[src/rtl/ascii_display_scanner.sv]
`timescale 1ns/1ps
`default_nettype none
// ============================================================================
// Module      : ascii_to_7seg
// Description : Combinational ASCII to seven-segment decoder for a
//               common-anode display. Letters are case-insensitive. Any
//               character without a glyph decodes to blank.
// Ports       : char_in [7:0] ASCII code in
//               seg     [6:0] active-low segments {a,b,c,d,e,f,g}
//               an      [7:0] active-low anode select (single-digit use)
// Revision    : 1.0  initial release
// ============================================================================
module ascii_to_7seg (
    input  logic [7:0] char_in,
    output logic [6:0] seg,
    output logic [7:0] an
);

    logic [7:0] w_upper;

    always_comb begin
        w_upper = char_in;
        if ((char_in >= 8'h61) && (char_in <= 8'h7A)) begin
            w_upper = char_in - 8'h20;
        end

        case (w_upper)
            8'h30: seg = 7'b0000001; // 0
            8'h31: seg = 7'b1001111; // 1
            8'h32: seg = 7'b0010010; // 2
            8'h33: seg = 7'b0000110; // 3
            8'h34: seg = 7'b1001100; // 4
            8'h35: seg = 7'b0100100; // 5
            8'h36: seg = 7'b0100000; // 6
            8'h37: seg = 7'b0001111; // 7
            8'h38: seg = 7'b0000000; // 8
            8'h39: seg = 7'b0000100; // 9
            8'h41: seg = 7'b0001000; // A
            8'h42: seg = 7'b1100000; // b
            8'h43: seg = 7'b0110001; // C
            8'h44: seg = 7'b1000010; // d
            8'h45: seg = 7'b0110000; // E
            8'h46: seg = 7'b0111000; // F
            8'h47: seg = 7'b0100001; // G
            8'h48: seg = 7'b1001000; // H
            8'h49: seg = 7'b1111001; // I
            8'h4A: seg = 7'b1000011; // J
            8'h4B: seg = 7'b0101000; // K
            8'h4C: seg = 7'b1110001; // L
            8'h4D: seg = 7'b0101011; // M
            8'h4E: seg = 7'b1101010; // n
            8'h4F: seg = 7'b0000001; // O
            8'h50: seg = 7'b0011000; // P
            8'h51: seg = 7'b0001100; // q
            8'h52: seg = 7'b1111010; // r
            8'h53: seg = 7'b0100100; // S
            8'h54: seg = 7'b1110000; // t
            8'h55: seg = 7'b1000001; // U
            8'h56: seg = 7'b1100011; // v
            8'h57: seg = 7'b1010101; // W
            8'h58: seg = 7'b1001000; // X
            8'h59: seg = 7'b1000100; // y
            8'h5A: seg = 7'b0010010; // Z
            8'h2D: seg = 7'b1111110; // -
            8'h5F: seg = 7'b1110111; // _
            default: seg = 7'h7F;    // blank
        endcase

        an = 8'hFE;
    end

endmodule

// ============================================================================
// Module      : ascii_display_scanner
// Description : Eight-character right-entry scrolling text buffer fed by a
//               UART receive strobe, time-multiplexed onto an 8-digit
//               common-anode seven-segment display.
// Ports       : clk, rst              clock, synchronous active-high reset
//               char_in [7:0]         received ASCII byte
//               char_valid            one-cycle strobe qualifying char_in
//               clear                 synchronous buffer clear
//               seg [6:0], dp         active-low segments / decimal point
//               an [7:0]              active-low anodes, one low at a time
//               char_count [3:0]      characters held (0..8)
// Revision    : 1.0  initial release
// ============================================================================
module ascii_display_scanner #(
    parameter int SCAN_DIV = 100000
) (
    input  logic       clk,
    input  logic       rst,
    input  logic [7:0] char_in,
    input  logic       char_valid,
    input  logic       clear,
    output logic [6:0] seg,
    output logic       dp,
    output logic [7:0] an,
    output logic [3:0] char_count
);

    localparam int PRESC_W = (SCAN_DIV > 2) ? $clog2(SCAN_DIV) : 1;
    localparam logic [PRESC_W-1:0] PRESC_LAST = PRESC_W'(SCAN_DIV - 1);
    localparam logic [7:0] CH_SPACE = 8'h20;

    // Buffer state: index 0 is the rightmost digit.
    logic [7:0]         char_buf_q [8];
    logic [7:0]         char_buf_d [8];
    logic [7:0]         dpb_q, dpb_d;
    logic [3:0]         count_q, count_d;

    // Scan state
    logic [PRESC_W-1:0] presc_q, presc_d;
    logic [2:0]         idx_q, idx_d;

    // Registered display outputs
    logic [6:0]         seg_q, seg_d;
    logic               dp_q, dp_d;
    logic [7:0]         an_q, an_d;

    logic [6:0]         w_dec_seg;
    logic [7:0]         w_cur_char;
    logic               w_clear_req;
    logic               w_shift_in;
    logic [7:0]         w_ins_char;
    logic               w_ins_dp;

    // ------------------------------------------------------------------
    // Buffer update
    // ------------------------------------------------------------------
    always_comb begin
        for (int i = 0; i < 8; i++) begin
            char_buf_d[i] = char_buf_q[i];
        end
        dpb_d      = dpb_q;
        count_d    = count_q;
        w_shift_in = 1'b0;
        w_ins_char = CH_SPACE;
        w_ins_dp   = 1'b0;

        // CR and LF behave exactly like the clear input.
        w_clear_req = clear |
                      (char_valid & ((char_in == 8'h0D) || (char_in == 8'h0A)));

        if (w_clear_req) begin
            for (int i = 0; i < 8; i++) begin
                char_buf_d[i] = CH_SPACE;
            end
            dpb_d   = 8'h00;
            count_d = 4'd0;
        end else if (char_valid) begin
            if (char_in == 8'h08) begin
                if (count_q != 4'd0) begin
                    for (int i = 0; i < 7; i++) begin
                        char_buf_d[i] = char_buf_q[i+1];
                    end
                    char_buf_d[7] = CH_SPACE;
                    dpb_d         = {1'b0, dpb_q[7:1]};
                    count_d       = count_q - 4'd1;
                end
            end else if (char_in == 8'h2E) begin
                // A dot attaches to the newest character if it has none yet,
                // otherwise it occupies a digit of its own on a blank.
                if ((count_q != 4'd0) && !dpb_q[0]) begin
                    dpb_d[0] = 1'b1;
                end else begin
                    w_shift_in = 1'b1;
                    w_ins_char = CH_SPACE;
                    w_ins_dp   = 1'b1;
                end
            end else if ((char_in >= 8'h20) && (char_in <= 8'h7E)) begin
                w_shift_in = 1'b1;
                w_ins_char = char_in;
                w_ins_dp   = 1'b0;
            end
        end

        if (w_shift_in) begin
            for (int i = 7; i > 0; i--) begin
                char_buf_d[i] = char_buf_q[i-1];
            end
            char_buf_d[0] = w_ins_char;
            dpb_d         = {dpb_q[6:0], w_ins_dp};
            count_d       = (count_q == 4'd8) ? 4'd8 : count_q + 4'd1;
        end
    end

    // ------------------------------------------------------------------
    // Scan timing and output registration
    // ------------------------------------------------------------------
    assign w_cur_char = char_buf_q[idx_q];

    ascii_to_7seg u_dec (
        .char_in (w_cur_char),
        .seg     (w_dec_seg),
        .an      ()
    );

    always_comb begin
        presc_d = presc_q + PRESC_W'(1);
        idx_d   = idx_q;
        if (presc_q == PRESC_LAST) begin
            presc_d = '0;
            idx_d   = idx_q + 3'd1;
        end

        // All three outputs come from the same idx_q so anode and segment
        // data always switch on the same edge.
        an_d  = ~(8'b1 << idx_q);
        seg_d = w_dec_seg;
        dp_d  = ~dpb_q[idx_q];
    end

    always_ff @(posedge clk) begin
        if (rst) begin
            for (int i = 0; i < 8; i++) begin
                char_buf_q[i] <= CH_SPACE;
            end
            dpb_q   <= 8'h00;
            count_q <= 4'd0;
            presc_q <= '0;
            idx_q   <= 3'd0;
            seg_q   <= 7'h7F;
            dp_q    <= 1'b1;
            an_q    <= 8'hFE;
        end else begin
            for (int i = 0; i < 8; i++) begin
                char_buf_q[i] <= char_buf_d[i];
            end
            dpb_q   <= dpb_d;
            count_q <= count_d;
            presc_q <= presc_d;
            idx_q   <= idx_d;
            seg_q   <= seg_d;
            dp_q    <= dp_d;
            an_q    <= an_d;
        end
    end

    assign seg        = seg_q;
    assign dp         = dp_q;
    assign an         = an_q;
    assign char_count = count_q;

endmodule
`default_nettype wire

[config.mk]
export PLATFORM = sky130hd
export DESIGN_NAME = ascii_display_scanner
export DESIGN_NICKNAME = d
export VERILOG_FILES = /design/src/rtl/ascii_display_scanner.sv
export SDC_FILE = /design/constraint.sdc
export NUM_CORES = 1
export LEC_CHECK = 0
export ABC_AREA = 1
export BUFFER_PORTS_ARGS = -buffer_cell sky130_fd_sc_hd__clkbuf_2
export CORE_MARGIN = 2
export CORE_UTILIZATION = 30
export CTS_CLUSTER_DIAMETER = 100
export CTS_CLUSTER_SIZE = 30
export DETAILED_ROUTE_END_ITERATION = 16
export HOLD_SLACK_MARGIN = 0.08
export PLACE_DENSITY = 0.52
export RECOVER_POWER = 50
export SKIP_LAST_GASP = 1
export SLEW_MARGIN = 10
export SYNTH_ARGS = -nofsm -noshare
export SYNTH_HDL_FRONTEND = slang
export SYNTH_SLANG_ARGS = --single-unit
[constraint.sdc]
create_clock -name clk -period 2.2 [get_ports clk]
set_clock_uncertainty 0.1 [all_clocks]
set_input_delay 0.22 -clock clk [delete_from_list [all_inputs] [get_ports clk]]
set_output_delay 0.22 -clock clk [all_outputs]
set_load 0.1 [all_outputs]
Word-level counts from Yosys, hierarchy flattened --
Memory sizes are Yosys's and may differ from the RTL's. A register that Yosys moved wholly into a read port is not among the register bits. Index checks and enable logic that the tools add are counted.
Operators by class: bitwise logic cells 12, $lt $le $gt $ge 5, shifts and indexed selects 1, add/sub/neg operators 5, eq/ne operators 7, reductions and logical operators 15, mux-type cells 50
Operators with widths (count):
- 64-bit two-way mux | 5
- 8-bit two-way mux | 18
- 8-bit by 4-bit equality test with 1-bit output, second input constant | 3
- 4-bit two-way mux | 6
- 17-bit by 1-bit adder with 17-bit output, second input constant | 1
- 17-bit equality test, second input constant | 1
- 1-bit two-way mux | 17
- 8-bit by 7-bit <= comparator with 1-bit output, second input constant | 2
- 4-bit nonzero test | 3
- 1-bit OR | 9
- 3-bit nonzero test | 3
- 8-bit by 6-bit equality test with 1-bit output, second input constant | 1
- 8-bit by 6-bit greater-or-equal comparator with 1-bit output, second input constant | 1
- 8-bit by 7-bit greater-or-equal comparator with 1-bit output, second input constant | 1
- 8-bit NOT | 1
- 1-bit by 3-bit left shift with 8-bit output, first input constant | 1
- 8-bit by 6-bit subtractor with 8-bit output, second input constant | 1
- 7-bit two-way mux | 1
- 3-bit two-way mux | 2
- 4-bit by 1-bit adder with 4-bit output, second input constant | 1
- 4-bit equality test, second input constant | 1
- 3-bit by 4-bit < comparator with 1-bit output, second input constant | 1
- 4-bit by 3-bit != test with 1-bit output, second input constant | 1
- 4-bit AND reduction | 1
- other kinds (10) | 13
Word-level totals: RAM bits 64, bits of input ports 12, output and inout bits 20, memory bits (read-only) 896, memories 2, word-level logic and storage cells 104, register bits 41
Memory list:
- (no name shown) | words 128, bits a word 7, rd ports 1, clocked after memory_dff 1, wr ports 0, line 27 | case (w_upper)
- char_buf_q | words 8, bits a word 8, rd ports 9, clocked after memory_dff 1, wr ports 8, line 107 | logic [7:0] char_buf_q [8];

Depth between registers and ports, before layout --
Gate-level depths: netlist (run 1).
word-level depth 9, gate-level depth with buffers 18, mapped depth without buffers 16

By module --
From an unflattened synthesis (run 1), not the netlist that was laid out.
Second synthesis, totals: cells, all modules 1245, area total of the unflattened synthesis 7408.4 um^2
By module, submodules not included:
- ascii_display_scanner | seq. area each 2302.2 um^2, cells each 1070, instances 1, area each 6507.5 um^2
- ascii_to_7seg | seq. area each 0.0 um^2, cells each 175, instances 1, area each 900.9 um^2

Least setup slack after synthesis (run 1) --
No wires, ideal clock.
path kind reg2reg, from register count_q[0] (netlist: char_count[0]), to register count_q[3] (netlist: char_count[3]), clock period less this slack 2690 ps, cell stages (with the launch flop) 15, library setup time 117 ps, path slack -490 ps, required time 1983 ps, arrival 2474 ps, buffers on the path 2, path through dfxtp_1 inv_1 ha_1 nand3_1 nand2_1 inv_1 nand2_1 nand3_4 nand3_2 nand2_2 inv_2 buf_6 buf_6 o21ai_1 nor2_1
Between the ends: cells in the longest elaborated chain, start to end 9, elaborated cells between the ends (all ways) 20, classes of those cells add/sub (2); eq/ne (1); mux (11); reduce/logical (6)
RTL lines:
- from (decl) | line 110 | logic [3:0] count_q, count_d;
- from (signal assigned) | line 231 | count_q <= count_d;
- 4-bit nonzero test | line 153, 164
- 1-bit logical AND | line 164 | if ((count_q != 4'd0) && !dpb_q[0]) begin
- 1-bit two-way mux | line 164
- 1-bit two-way mux | line 161 | end else if (char_in == 8'h2E) begin
- 1-bit two-way mux | line 152 | if (char_in == 8'h08) begin
- 1-bit two-way mux | line 151 | end else if (char_valid) begin
- 1-bit two-way mux | line 145 | if (w_clear_req) begin
- 3-bit nonzero test (no line)
- 3-bit AND reduction (no line)
Parallel ways exist; a longest one is shown, timed or not. The select of a mux whose other input is x is not followed. A chain may end at the register's enable or synchronous reset.

==> out/summary.txt, run 1 <==
Type of element capturing the critical path = register
Clock insertion delay at the later pin of the skew report = 0.43 ns
Remaining DRCs = 0
Wire length of the first global-routing pass = 30.7 mm
Post-synth EDFFs = 0
Max Used Layer = met4
Clock-pin slew reported for the worst setup and hold paths after clock tree synthesis = 0.06 ns
Worst slack at placement = -0.0174 ns
Antenna violations before repair = 0
Maximum achievable frequency = 475 MHz
Overall Power = 6030 µW
Required arrival time at the worst endpoint = 2.47 ns
Post-Syn Area per Cell = 6.34 µm²
Simple-Gate Fraction of Synth Area = 35.6%
Top flip-flop cell by instance count after synthesis = sky130_fd_sc_hd__dfxtp_1
Number of fill cells = 2401
Final hold violations = 0
Vias in the first global route = 6354
Total iterations of the first detailed-routing run = 5
Synthesized net count = 1117
Portion of the clock cycle consumed by the worst path in the final layout = 95.7%
Floorplan core area = 22600 µm²
Worst slew margin = 21.6%
Total met3 wirelength after detailed routing = 644 µm
Netlist Area Pre-Place = 6890 µm²
Warning count from the yosys run = 0
Initial DRC Count = 442
Effective utilization at floorplan = 30.5%
Number of nets at the end of the flow = 1186
Outcome = complete, no violations
Die outline width = 156 µm
Crit path setup slack, layout = 0.0955 ns
Sequential cell area fraction in the yosys report = 33.4%
Global route total overflow = 0
Adder and majority cell fraction of the synthesized area = 3.45%
Parity-gate share of the synthesized area counting xor and xnor cells = 1.02%
Met2 routed wirelength = 9.39 mm
Largest family of logic cells by synthesized area = simple AND/OR/NAND/NOR gates
Count of inserted antenna diode cells = 0
Total vias in the final route = 6984
H-tree depth reported by CTS = 4
Share of cell area taken by muxes after synthesis = 0%
Transition time at the pin with the least slew margin = 1.18 ns
Final wirelength = 20.0 mm
Number of max-cap violations = 0
Post-synthesis cell count = 1086
Largest fanout of any net on the critical path = 8
Pin count of the biggest net entering global routing = 67
Type of the setup path with the least slack = reg2reg
Endpoint arrival time on the critical path = 2.37 ns
Final weighted congestion in routability-driven placement = 0.847
Number of top-level design ports = 32
Number of buffers added by the clock tree synthesis step = 17
Clk buf depth = 2
Die Y-Extent = 156 µm
Critical Path Source Type = register
Area of the die = 24200 µm²
Number of input and output port buffers inserted = 31
Unrepaired setup endpoints after global routing = true
Std-Cell Rows = 55
Async S/R FF share, synth = 0%
Power per Cell Area = 699 nW/µm²
Shortest clock period the worst path allows after layout = 2.10 ns
Final Slew Violations = 0
Clock tree from TritonCTS = yes
Routed via count divided by cell count = 4.81
HPWL after detailed placement = 12.5 mm
CTS root buffer = sky130_fd_sc_hd__clkbuf_16
Hold Path Class = in2reg
Antenna-violating nets left = 0
Share of cells above drive strength 1 = 18.6%
Leakage power summed over all cells = 0.00372 µW
Total routed wire length on the met1 layer = 9.56 mm
Peak supply drop = 487 µV
Compound-Gate Fraction of Synth Area = 14.6%
Routed length per placed instance = 13.8 µm
Sink count of the clock tree = 115
Total routing usage reported by global routing = 15.6%
Count of final setup violators = 0
Number of synthesized register bits = 115
Synth cell types = 36
Post-synthesis to final-layout area growth = 25.2%
[metrics by stage]
step / std cells / hold WS (ns) / cell area, µm² / TNS (ns) / utilization, %
after floorplan: 1086 / 0.226 / 6900 / 0 / -
after global placement: 1405 / 0.332 / 7540 / 0 / 33.4
after detailed placement: 1405 / 0.338 / 7540 / -0.0465 / 33.4
after CTS: 1438 / 0.0838 / 8100 / 0 / 35.9
after global routing: 1453 / 0.131 / 8630 / -0.228 / 38.2
final: 1453 / 0.0777 / 8630 / 0 / 38.2
[cell families after synthesis]
kind of cell / Yosys count
xor+xnor: 8
simple gates: 574
flops: 115
fa+ha+maj: 19
compound gates: 192
buf+inv: 178
[worst max-delay path, stage by stage (launching register included)]
cell and delay (ns):
sky130_fd_sc_hd__dfxtp_4 0.37, sky130_fd_sc_hd__buf_12 0.15, sky130_fd_sc_hd__clkinv_8 0.08, sky130_fd_sc_hd__nand2_4 0.07, sky130_fd_sc_hd__nand3_2 0.08, sky130_fd_sc_hd__nand3_2 0.07, sky130_fd_sc_hd__o21ai_1 0.06, sky130_fd_sc_hd__buf_4 0.17
sky130_fd_sc_hd__ha_4 0.16, sky130_fd_sc_hd__inv_2 0.08, sky130_fd_sc_hd__buf_4 0.14, sky130_fd_sc_hd__nand3_2 0.09, sky130_fd_sc_hd__nand3_1 0.09, sky130_fd_sc_hd__nand2_1 0.05, sky130_fd_sc_hd__nand2_1 0.05, sky130_fd_sc_hd__nand2_1 0.06
sky130_fd_sc_hd__nand2_1 0.06, sky130_fd_sc_hd__nand2_1 0.05, sky130_fd_sc_hd__nand3_1 0.06
[cell type report]
type	instances	area, µm²	area share (%)
repair buffers	99	810	9.38
flip-flops and latches	115	2310	26.8
clock buffers	19	433	5.02
repair inverters	1	11.3	0.131
multi-input cells	795	4100	47.6
clock inverters	13	111	1.29
inverters	126	488	5.66
well taps	285	357	4.13
[sequential cells by signal, indices dropped and copies added, names as in the netlist, named ones only]
name,count
char_count,4
char_buf_q,64
presc_q,17
seg,7
dpb_q,8
dp,1
an,8
idx_q,3
[power breakdown]
group          leakage [µW]  internal [µW]  switching [µW]
clock              0.000261           1550            1050
sequential         0.000945           2200            90.0
combinational       0.00251            379             765
[path summary, 6_finish.rpt]
kind                    startpoint                             to  slack, ns  cells past startpoint
max                       register              seg[5]$_SDFF_PP1_        0.1                     18
min reg2reg  presc_q[0]$_SDFF_PP0_          presc_q[0]$_SDFF_PP0_       0.35                      1
min                     char_in[3]  char_buf_q[0][3]$_SDFFE_PP0P_       0.08                      5
max reg2reg               register              seg[5]$_SDFF_PP1_        0.1                     18
[metal layers]
metal  GRT usage (%)  up-vias
li1                -     3606
met4            4.41        0
met5               0        -
met2            26.1      140
met1            20.4     3202
met3            3.31       36
[cell usage after synthesis, types with 2 or more instances]
| cell type | count | area, µm² |
|---|---|---|
| sky130_fd_sc_hd__ha_1 | 19 | 238 |
| sky130_fd_sc_hd__nand3_2 | 3 | 30.0 |
| sky130_fd_sc_hd__xor2_1 | 6 | 52.6 |
| sky130_fd_sc_hd__o21ai_1 | 39 | 195 |
| sky130_fd_sc_hd__buf_2 | 18 | 90.1 |
| sky130_fd_sc_hd__nand4_1 | 9 | 56.3 |
| sky130_fd_sc_hd__dfxtp_1 | 115 | 2300 |
| sky130_fd_sc_hd__inv_2 | 10 | 37.5 |
| sky130_fd_sc_hd__nand3_1 | 90 | 450 |
| sky130_fd_sc_hd__nor2_4 | 2 | 22.5 |
| sky130_fd_sc_hd__inv_1 | 114 | 428 |
| sky130_fd_sc_hd__nand3_4 | 2 | 35.0 |
| sky130_fd_sc_hd__nor2_1 | 148 | 556 |
| sky130_fd_sc_hd__buf_6 | 14 | 158 |
| sky130_fd_sc_hd__o21ai_0 | 95 | 475 |
| sky130_fd_sc_hd__nor3_2 | 2 | 20.0 |
| sky130_fd_sc_hd__o211ai_1 | 7 | 52.6 |
| sky130_fd_sc_hd__a21oi_1 | 46 | 230 |
| sky130_fd_sc_hd__nand2_2 | 11 | 68.8 |
| sky130_fd_sc_hd__nor3_1 | 12 | 60.1 |
| sky130_fd_sc_hd__clkbuf_1 | 14 | 52.6 |
| sky130_fd_sc_hd__nand2_4 | 3 | 33.8 |
| sky130_fd_sc_hd__nand2_1 | 288 | 1080 |
| sky130_fd_sc_hd__buf_4 | 5 | 37.5 |
| sky130_fd_sc_hd__or2_2 | 2 | 12.5 |
| sky130_fd_sc_hd__xnor2_1 | 2 | 17.5 |
[placed cells by master, fill, tap and decap left out, types with 22 or more instances in the layout]
| cell | instances |
|---|---|
| sky130_fd_sc_hd__a21oi_1 | 43 |
| sky130_fd_sc_hd__buf_4 | 49 |
| sky130_fd_sc_hd__dfxtp_1 | 111 |
| sky130_fd_sc_hd__inv_1 | 106 |
| sky130_fd_sc_hd__nand2_1 | 267 |
| sky130_fd_sc_hd__nand2_2 | 22 |
| sky130_fd_sc_hd__nand3_1 | 75 |
| sky130_fd_sc_hd__nor2_1 | 144 |
| sky130_fd_sc_hd__o21ai_0 | 90 |
| sky130_fd_sc_hd__o21ai_1 | 42 |
[timing repair]
action                                  in CTS  in global routing
hold endpoints to repair                     7                  0
hold buffers                                 1                  0
endpoints found under the setup margin       7                 62
gates resized for setup                      1                 99
cloned                                       0                  8
buffers inserted                             0                  7
pin swaps                                    0                 41
(Power assumes the default switching activity.)
==> inputs of run 2 (changes only) <==
--- a/config.mk
+++ b/config.mk
@@ -6,14 +6,14 @@
 export NUM_CORES = 1
 export LEC_CHECK = 0
 export ABC_AREA = 1
-export BUFFER_PORTS_ARGS = -buffer_cell sky130_fd_sc_hd__clkbuf_2
 export CORE_MARGIN = 2
 export CORE_UTILIZATION = 30
 export CTS_CLUSTER_DIAMETER = 100
 export CTS_CLUSTER_SIZE = 30
 export DETAILED_ROUTE_END_ITERATION = 16
+export DONT_BUFFER_PORTS = 1
 export HOLD_SLACK_MARGIN = 0.08
-export PLACE_DENSITY = 0.52
+export PLACE_DENSITY = 0.51
 export RECOVER_POWER = 50
 export SKIP_LAST_GASP = 1
 export SLEW_MARGIN = 10
==> run 2 against run 1 <==
  * Non-clock buffer count up 2
  * Cell area up 0.64%
  * Routed wire length down 4.7%
  * Core utilization up 0.24 points
  * Largest power group unchanged
==> out/summary.txt, run 2 (synthesis gave the netlist of run 1 again) <==
Outcome = complete, no violations
Routed length per placed instance = 13.1 µm (-4.9%)
Share of cells above drive strength 1 = 18.1% (-0.46 points)
Endpoint arrival time on the critical path = 2.37 ns (about the same)
Peak supply drop = 488 µV (+0.20%)
Met2 routed wirelength = 8.89 mm (-5.3%)
Most frequent cell on the critical path = sky130_fd_sc_hd__nand2_1
Final wirelength = 19.0 mm (-4.7%)
Area of the die = 24200 µm² (unchanged)
Wire length of the first global-routing pass = 32.0 mm (+4.3%)
Flip-flop count of the largest register after layout = 64 (unchanged)
HPWL after detailed placement = 12.6 mm (+0.85%)
Vias in the first global route = 6712 (+5.6%)
Clock-pin slew reported for the worst setup and hold paths after clock tree synthesis = 0.06 ns (about the same)
Total met3 wirelength after detailed routing = 713 µm (+11%)
Transition time at the pin with the least slew margin = 0.636 ns (-0.545 ns)
Most frequent cells in the layout = sky130_fd_sc_hd__nand2_1 (271), sky130_fd_sc_hd__nor2_1 (145), sky130_fd_sc_hd__inv_1 (110), sky130_fd_sc_hd__dfxtp_1 (110), sky130_fd_sc_hd__o21ai_0 (93)
Critical Path Slowest Stage Cell = sky130_fd_sc_hd__dfxtp_4
Fraction of the core area covered by cells at the end of the flow = 38.5% (+0.24 points)
Global route total overflow = 0 (unchanged)
Post-route cell area = 8680 µm² (+0.64%)
Most common library cell in the layout ignoring fill and taps = sky130_fd_sc_hd__nand2_1
Count of final setup violators = 0 (unchanged)
Routed via count divided by cell count = 4.76 (-1.0%)
Number of buffers added by the clock tree synthesis step = 17 (unchanged)
Sink count of the clock tree = 115 (unchanged)
Number of input and output port buffers inserted = 0 (-100%)
Initial DRC Count = 399 (-9.7%)
Top flop regs = char_buf_q: 64 flops, presc_q: 17 flops
Clock insertion delay at the later pin of the skew report = 0.42 ns (about the same)
Number of nets at the end of the flow = 1188 (+0.17%)
Antenna violations before repair = 1 (+1)
Std-Cell Rows = 55 (unchanged)
Total routed wire length on the met1 layer = 9.06 mm (-5.3%)
Die Y-Extent = 156 µm (unchanged)
Worst Path Buf+Inv = 4 (-1)
Required arrival time at the worst endpoint = 2.40 ns (-0.07 ns)
Unrepaired setup endpoints after global routing = true
Power per Cell Area = 700 nW/µm² (+0.14%)
Antenna-violating nets left = 0 (unchanged)
Max Used Layer = met4
Largest fanout of any net on the critical path = 7 (-1)
Total routing usage reported by global routing = 16.1% (+0.51 points)
Total vias in the final route = 6928 (-0.80%)
Type of the setup path with the least slack = reg2reg
Overall Power = 6080 µW (+0.78%)
Hold Path Class = in2reg
Total iterations of the first detailed-routing run = 5 (unchanged)
Clock tree from TritonCTS = yes
Number of top-level design ports = 32 (unchanged)
Final hold violations = 0 (unchanged)
Number of max-cap violations = 0 (unchanged)
Floorplan core area = 22600 µm² (unchanged)
Final Slew Violations = 0 (unchanged)
Biggest register = char_buf_q
Die outline width = 156 µm (unchanged)
Family with the most delay on the worst path = simple AND/OR/NAND/NOR gates
Type of element capturing the critical path = register
Clk buf depth = 2 (unchanged)
Effective utilization at floorplan = 30.5% (unchanged)
CTS root buffer = sky130_fd_sc_hd__clkbuf_16
Number of fill cells = 2424 (+0.96%)
Cell Chain, Critical Path = buf_12 > clkinv_8 > nand2_1 > nand3_2 > nand2_2 > o21ai_1 > buf_4 > ha_4 > buf_4 > nor2_1 > nand2_1 > nand3_1 > nand2_1 > nand2_1 > nand2_1 > nand2_1 > nand3_1
Maximum achievable frequency = 462 MHz (-2.8%)
Remaining DRCs = 0 (unchanged)
Worst slew margin = 57.6% (+36 points)
Pin count of the biggest net entering global routing = 66 (-1.5%)
Leakage power summed over all cells = 0.00375 µW (+0.88%)
Post-synthesis to final-layout area growth = 26.0%
H-tree depth reported by CTS = 4 (unchanged)
Critical Path Source Type = register
Critical path's largest stage delay = 0.37 ns (about the same)
Portion of the clock cycle consumed by the worst path in the final layout = 98.4% (+2.8 points)
Shortest clock period the worst path allows after layout = 2.17 ns (+0.0608 ns)
Final weighted congestion in routability-driven placement = 0.830 (-2.1%)
DP Area = 7620 µm² (+1.0%)
-- run 2: repair_timing --
| action | 4_1_cts | 5_1_grt |
|---|---|---|
| gates resized for setup | 5 | 76 |
| setup endpoints to repair | 7 | 67 |
| cloned | 0 | 5 |
| hold buffers | 11 | 0 |
| pin swaps | 0 | 13 |
| setup buffers | 0 | 7 |
| hold endpoints to repair | 57 | 0 |
-- run 2: worst reg2reg max path, cell delays in order (launching register included) --
cell and delay, ns:
sky130_fd_sc_hd__dfxtp_4 0.37, sky130_fd_sc_hd__buf_12 0.14, sky130_fd_sc_hd__clkinv_8 0.06, sky130_fd_sc_hd__nand2_1 0.08, sky130_fd_sc_hd__nand3_2 0.07, sky130_fd_sc_hd__nand2_2 0.07
sky130_fd_sc_hd__o21ai_1 0.07, sky130_fd_sc_hd__buf_4 0.16, sky130_fd_sc_hd__ha_4 0.17, sky130_fd_sc_hd__buf_4 0.15, sky130_fd_sc_hd__nor2_1 0.16, sky130_fd_sc_hd__nand2_1 0.07
sky130_fd_sc_hd__nand3_1 0.08, sky130_fd_sc_hd__nand2_1 0.05, sky130_fd_sc_hd__nand2_1 0.07, sky130_fd_sc_hd__nand2_1 0.06, sky130_fd_sc_hd__nand2_1 0.06, sky130_fd_sc_hd__nand3_1 0.06
-- run 2: where the power goes --
group | total [µW] | switching (µW) | internal [µW]
Clock | 2670 | 1050 | 1620
Combinational | 1130 | 744 | 381
Sequential | 2280 | 84.0 | 2200
-- run 2: metrics by stage --
step	setup slack (ns)	instances	setup TNS, ns	hold WS (ns)
CTS	0.00122	1443	0	0.103
floorplan	0.0491	1086	0	0.226
finish	0.0347	1456	0	0.130
detailed placement	-0.0408	1400	-0.193	0.198
global route	-0.0786	1456	-0.507	0.157
global placement	-0.0181	1400	-0.0203	0.196
-- run 2: worst paths after layout --
path	slack [ns]	startpoint	endpoint	cells past startpoint
setup / recovery	0.03	register	seg[4]$_SDFF_PP1_	17
hold / removal	0.13	clear	dpb_q[0]$_SDFFE_PP0P_	5
setup reg to reg	0.03	register	seg[4]$_SDFF_PP1_	17
hold reg to reg	0.34	presc_q[0]$_SDFF_PP0_	presc_q[0]$_SDFF_PP0_	1
-- run 2: metal layers --
metal,GRT usage [%],up-vias
met5,0,-
met4,5.68,0
met3,3.72,26
met2,26.7,130
met1,20.6,3157
li1,-,3615
-- run 2: layout make-up --
type | count | area, µm² | area share (%)
diodes | 1 | 2.50 | 0.0288
clock buffers | 21 | 460 | 5.30
clock inverters | 11 | 104 | 1.20
inverters | 126 | 490 | 5.65
multi-input cells | 795 | 4040 | 46.5
flip-flops and latches | 115 | 2310 | 26.6
well taps | 285 | 357 | 4.11
repair buffers | 101 | 907 | 10.4
repair inverters | 1 | 8.76 | 0.101
==> inputs of run 3 (changes only) <==
--- a/config.mk
+++ b/config.mk
@@ -12,8 +12,9 @@
 export CTS_CLUSTER_SIZE = 30
 export DETAILED_ROUTE_END_ITERATION = 16
 export DONT_BUFFER_PORTS = 1
+export GPL_TIMING_DRIVEN = 0
 export HOLD_SLACK_MARGIN = 0.08
-export PLACE_DENSITY = 0.51
+export PLACE_DENSITY = 0.5
 export RECOVER_POWER = 50
 export SKIP_LAST_GASP = 1
 export SLEW_MARGIN = 10
==> constraint.sdc (replaced) <==
create_clock -name clk -period 2 [get_ports clk]
set_clock_uncertainty 0.1 [all_clocks]
set_input_delay 0.2 -clock clk [delete_from_list [all_inputs] [get_ports clk]]
set_output_delay 0.2 -clock clk [all_outputs]
set_load 0.1 [all_outputs]
==> run 3 against run 2 <==
  * The flow now finishes with violations (negative setup slack)
  * Power increased by 21%
  * Cell area is 15% higher
  * First-iteration DRC count rose by 31%
  * Sequential power up 18%
  * Combinational power is 42% higher
  * Count of clock-buffer cells in the layout fell by 2
  * Largest power group unchanged
==> out/summary.txt, run 3 (synthesis gave the netlist of run 1 again) <==
Most frequent cell on the critical path = sky130_fd_sc_hd__nand3_4
Wire length of the first global-routing pass = 37.1 mm (+16%)
Clk buf depth = 2 (unchanged)
Sink count of the clock tree = 115 (unchanged)
Switch share = 32.4% (+1.5 points)
Global-route track usage on met1 = 25.5% (+4.9 points)
Part of the power in the clock network = 41.3% (-2.6 points)
Peak supply drop = 459 µV (-6.0%)
Total vias in the final route = 7528 (+8.7%)
Crit path setup slack, layout = -0.215 ns (-0.250 ns)
Antenna violations before repair = 0 (-1)
Routed via count divided by cell count = 5.08 (+6.8%)
Maximum achievable frequency = 451 MHz (-2.3%)
Portion of the clock cycle consumed by the worst path in the final layout = 111% (+12 points)
Worst slack at placement = -0.431 ns (-0.390 ns)
Count of inserted antenna diode cells = 0 (-1)
Required arrival time at the worst endpoint = 2.21 ns (-0.19 ns)
Shortest clock period the worst path allows after layout = 2.22 ns (+0.0500 ns)
Worst slew margin = 32.2% (-25 points)
Number of max-cap violations = 0 (unchanged)
Power per Cell Area = 732 nW/µm² (+4.6%)
Seq. cell area = 2330 µm² (+0.54%)
Clock tree from TritonCTS = yes
Number of input and output port buffers inserted = 0 (unchanged)
Number of standard cells in the layout, taps in and fillers out = 1482 (+1.8%)
Violated checks = negative setup slack
Effective utilization at floorplan = 30.5% (unchanged)
Floorplan core area = 22600 µm² (unchanged)
Area of the die = 24200 µm² (unchanged)
Overall Power = 7330 µW (+21%)
CTS root buffer = sky130_fd_sc_hd__clkbuf_16
Net load switching power = 2370 µW (+26%)
Final Slew Violations = 0 (unchanged)
Antenna-violating nets left = 0 (unchanged)
Register share of total power = 36.9% (-0.7 points)
FF-to-FF path depth = 14 (-3)
Cell depth of the worst hold path = 5 (unchanged)
Most frequent cells in the layout = sky130_fd_sc_hd__nand2_1 (240), sky130_fd_sc_hd__nor2_1 (133), sky130_fd_sc_hd__inv_1 (106), sky130_fd_sc_hd__dfxtp_1 (106), sky130_fd_sc_hd__nand3_1 (61)
Count of final setup violators = 79 (+79)
Critical Path Source Type = register
Final wirelength = 24.9 mm (+31%)
Routed length per placed instance = 16.8 µm (+29%)
HPWL after detailed placement = 15.4 mm (+22%)
Remaining DRCs = 0 (unchanged)
Power share of the combinational group = 21.8% (+3.3 points)
H-tree depth reported by CTS = 4 (unchanged)
Total iterations of the first detailed-routing run = 5 (unchanged)
Most common library cell in the layout ignoring fill and taps = sky130_fd_sc_hd__nand2_1
Clock-pin slew reported for the worst setup and hold paths after clock tree synthesis = 0.06 ns (about the same)
Number of top-level design ports = 32 (unchanged)
Number of nets at the end of the flow = 1216 (+2.4%)
Combined area of the multi-input logic cells = 4710 µm² (+17%)
Grt met3 use = 3.64% (-0.083 points)
Critical Path Slowest Stage Cell = sky130_fd_sc_hd__dfxtp_4
Critical path's largest stage delay = 0.57 ns (+0.20 ns)
Die outline width = 156 µm (unchanged)
Global route total overflow = 0 (unchanged)
Type of element capturing the critical path = register
Top flop regs = char_buf_q: 64 flops, presc_q: 17 flops
Pin count of the biggest net entering global routing = 17 (-74%)
Die Y-Extent = 156 µm (unchanged)
Endpoint arrival time on the critical path = 2.42 ns (+0.05 ns)
Largest fanout of any net on the critical path = 6 (-1)
Leakage power summed over all cells = 0.00431 µW (+15%)
Number of buffers added by the clock tree synthesis step = 17 (unchanged)
Initial DRC Count = 523 (+31%)
Hold Path Class = in2reg
Clock insertion delay at the later pin of the skew report = 0.42 ns (about the same)
Share of cells above drive strength 1 = 31.3% (+13 points)
Final hold violations = 0 (unchanged)
Std-Cell Rows = 55 (unchanged)
Routing usage on met2 = 33.1% (+6.4 points)
Biggest register = char_buf_q
Final weighted congestion in routability-driven placement = 0.843 (+1.6%)
Total routing usage reported by global routing = 19.6% (+3.5 points)
Number of fill cells = 2279 (-6.0%)
Cell Chain, Critical Path = inv_4 > ha_4 > nand3_4 > nand2_2 > inv_2 > nand2_2 > nand3_4 > nand3_4 > nand2_8 > inv_8 > buf_12 > buf_12 > o21ai_4 > nor2_2
Flip-flop count of the largest register after layout = 64 (unchanged)
Type of the setup path with the least slack = reg2reg
Busiest layer in global routing = met2
Cell internal power dissipation = 4950 µW (+18%)
Transition time at the pin with the least slew margin = 1.02 ns (+0.381 ns)
Unrepaired setup endpoints after global routing = true
Cells after DPL = 1371 (-2.1%)
Post-synthesis to final-layout area growth = 45.3%
Vias in the first global route = 7052 (+5.1%)
Outcome = finished with violations
run 3: cell types whose count changed in the layout (fill, tap and decap cells not counted), moves of 12 or more:
cell and change:
sky130_fd_sc_hd__o21ai_2 +59, sky130_fd_sc_hd__o21ai_0 -47, sky130_fd_sc_hd__nand2_1 -31, sky130_fd_sc_hd__clkbuf_2 -21, sky130_fd_sc_hd__buf_6 +18, sky130_fd_sc_hd__nand2_2 +16
sky130_fd_sc_hd__nand3_1 -16, sky130_fd_sc_hd__o21ai_1 -15, sky130_fd_sc_hd__nand3_2 +14, sky130_fd_sc_hd__nor2_1 -12
run 3: path summary, 6_finish.rpt:
path         slack (ns)                       endpoint                           from
max               -0.22  char_buf_q[5][1]$_SDFFE_PP0P_     char_count[0]$_SDFFE_PP0P_
min                0.14          dpb_q[0]$_SDFFE_PP0P_                     char_valid
max reg2reg       -0.22  char_buf_q[5][1]$_SDFFE_PP0P_     char_count[0]$_SDFFE_PP0P_
min reg2reg        0.36  char_buf_q[0][5]$_SDFFE_PP1P_  char_buf_q[0][5]$_SDFFE_PP1P_
run 3: cell type report:
cell class / count / share of cell area (%)
Sequential cell: 115 / 23.2
Inverter: 126 / 5.06
Clock inverter: 12 / 1.36
Multi-Input combinational cell: 795 / 47.1
Tap cell: 285 / 3.56
Buffer: 48 / 5.55
Clock buffer: 19 / 4.33
Timing Repair Buffer: 82 / 9.80
run 3: power groups by stage:
stage / sequential (µW) / clock, µW / combinational (µW)
5_1_grt: 2720 / 3180 / 1730
2_1_floorplan: 2690 / 0 / 727
3_5_place_dp: 2720 / 0 / 970
6_report: 2700 / 3030 / 1600
4_1_cts: 2680 / 3070 / 1240
3_3_place_gp: 2720 / 0 / 968
run 3: through the flow:
| step | hold slack (ns) | utilization (%) | area (µm²) | TNS (ns) |
|---|---|---|---|---|
| finish | 0.141 | 44.3 | 10000 | -12.42 |
| global route | 0.157 | 44.3 | 10000 | -20.78 |
| CTS | 0.114 | 39.4 | 8900 | -8.31 |
| floorplan | 0.206 | - | 6990 | 0 |
| detailed placement | 0.249 | 32.6 | 7350 | -22.25 |
| global placement | 0.248 | 32.6 | 7350 | -20.38 |
run 3: critical path: cells and delay by family, from the launching register on:
| kind | cells | cell delay, ns |
|---|---|---|
| buffers and inverters | 5 | 0.47 |
| and+or+nand+nor | 7 | 0.64 |
| DFF | 1 | 0.57 |
| adders and majority gates | 1 | 0.18 |
| AOI/OAI and AO/OA | 1 | 0.13 |
run 3: metal layers:
| metal | routed length, µm | part of all wire [%] |
|---|---|---|
| met4 | 649 | 2.6 |
| met5 | 0 | 0 |
| met2 | 12100 | 49 |
| met3 | 1110 | 4.5 |
| met1 | 11000 | 44 |
run 3: what timing repair did:
action	in CTS	in global routing
resized for setup	165	210
cloned	4	12
setup endpoints to repair	95	103
setup buffers	39	22
hold endpoints to repair	43	0
pin swaps	48	55
hold buffers	10	0
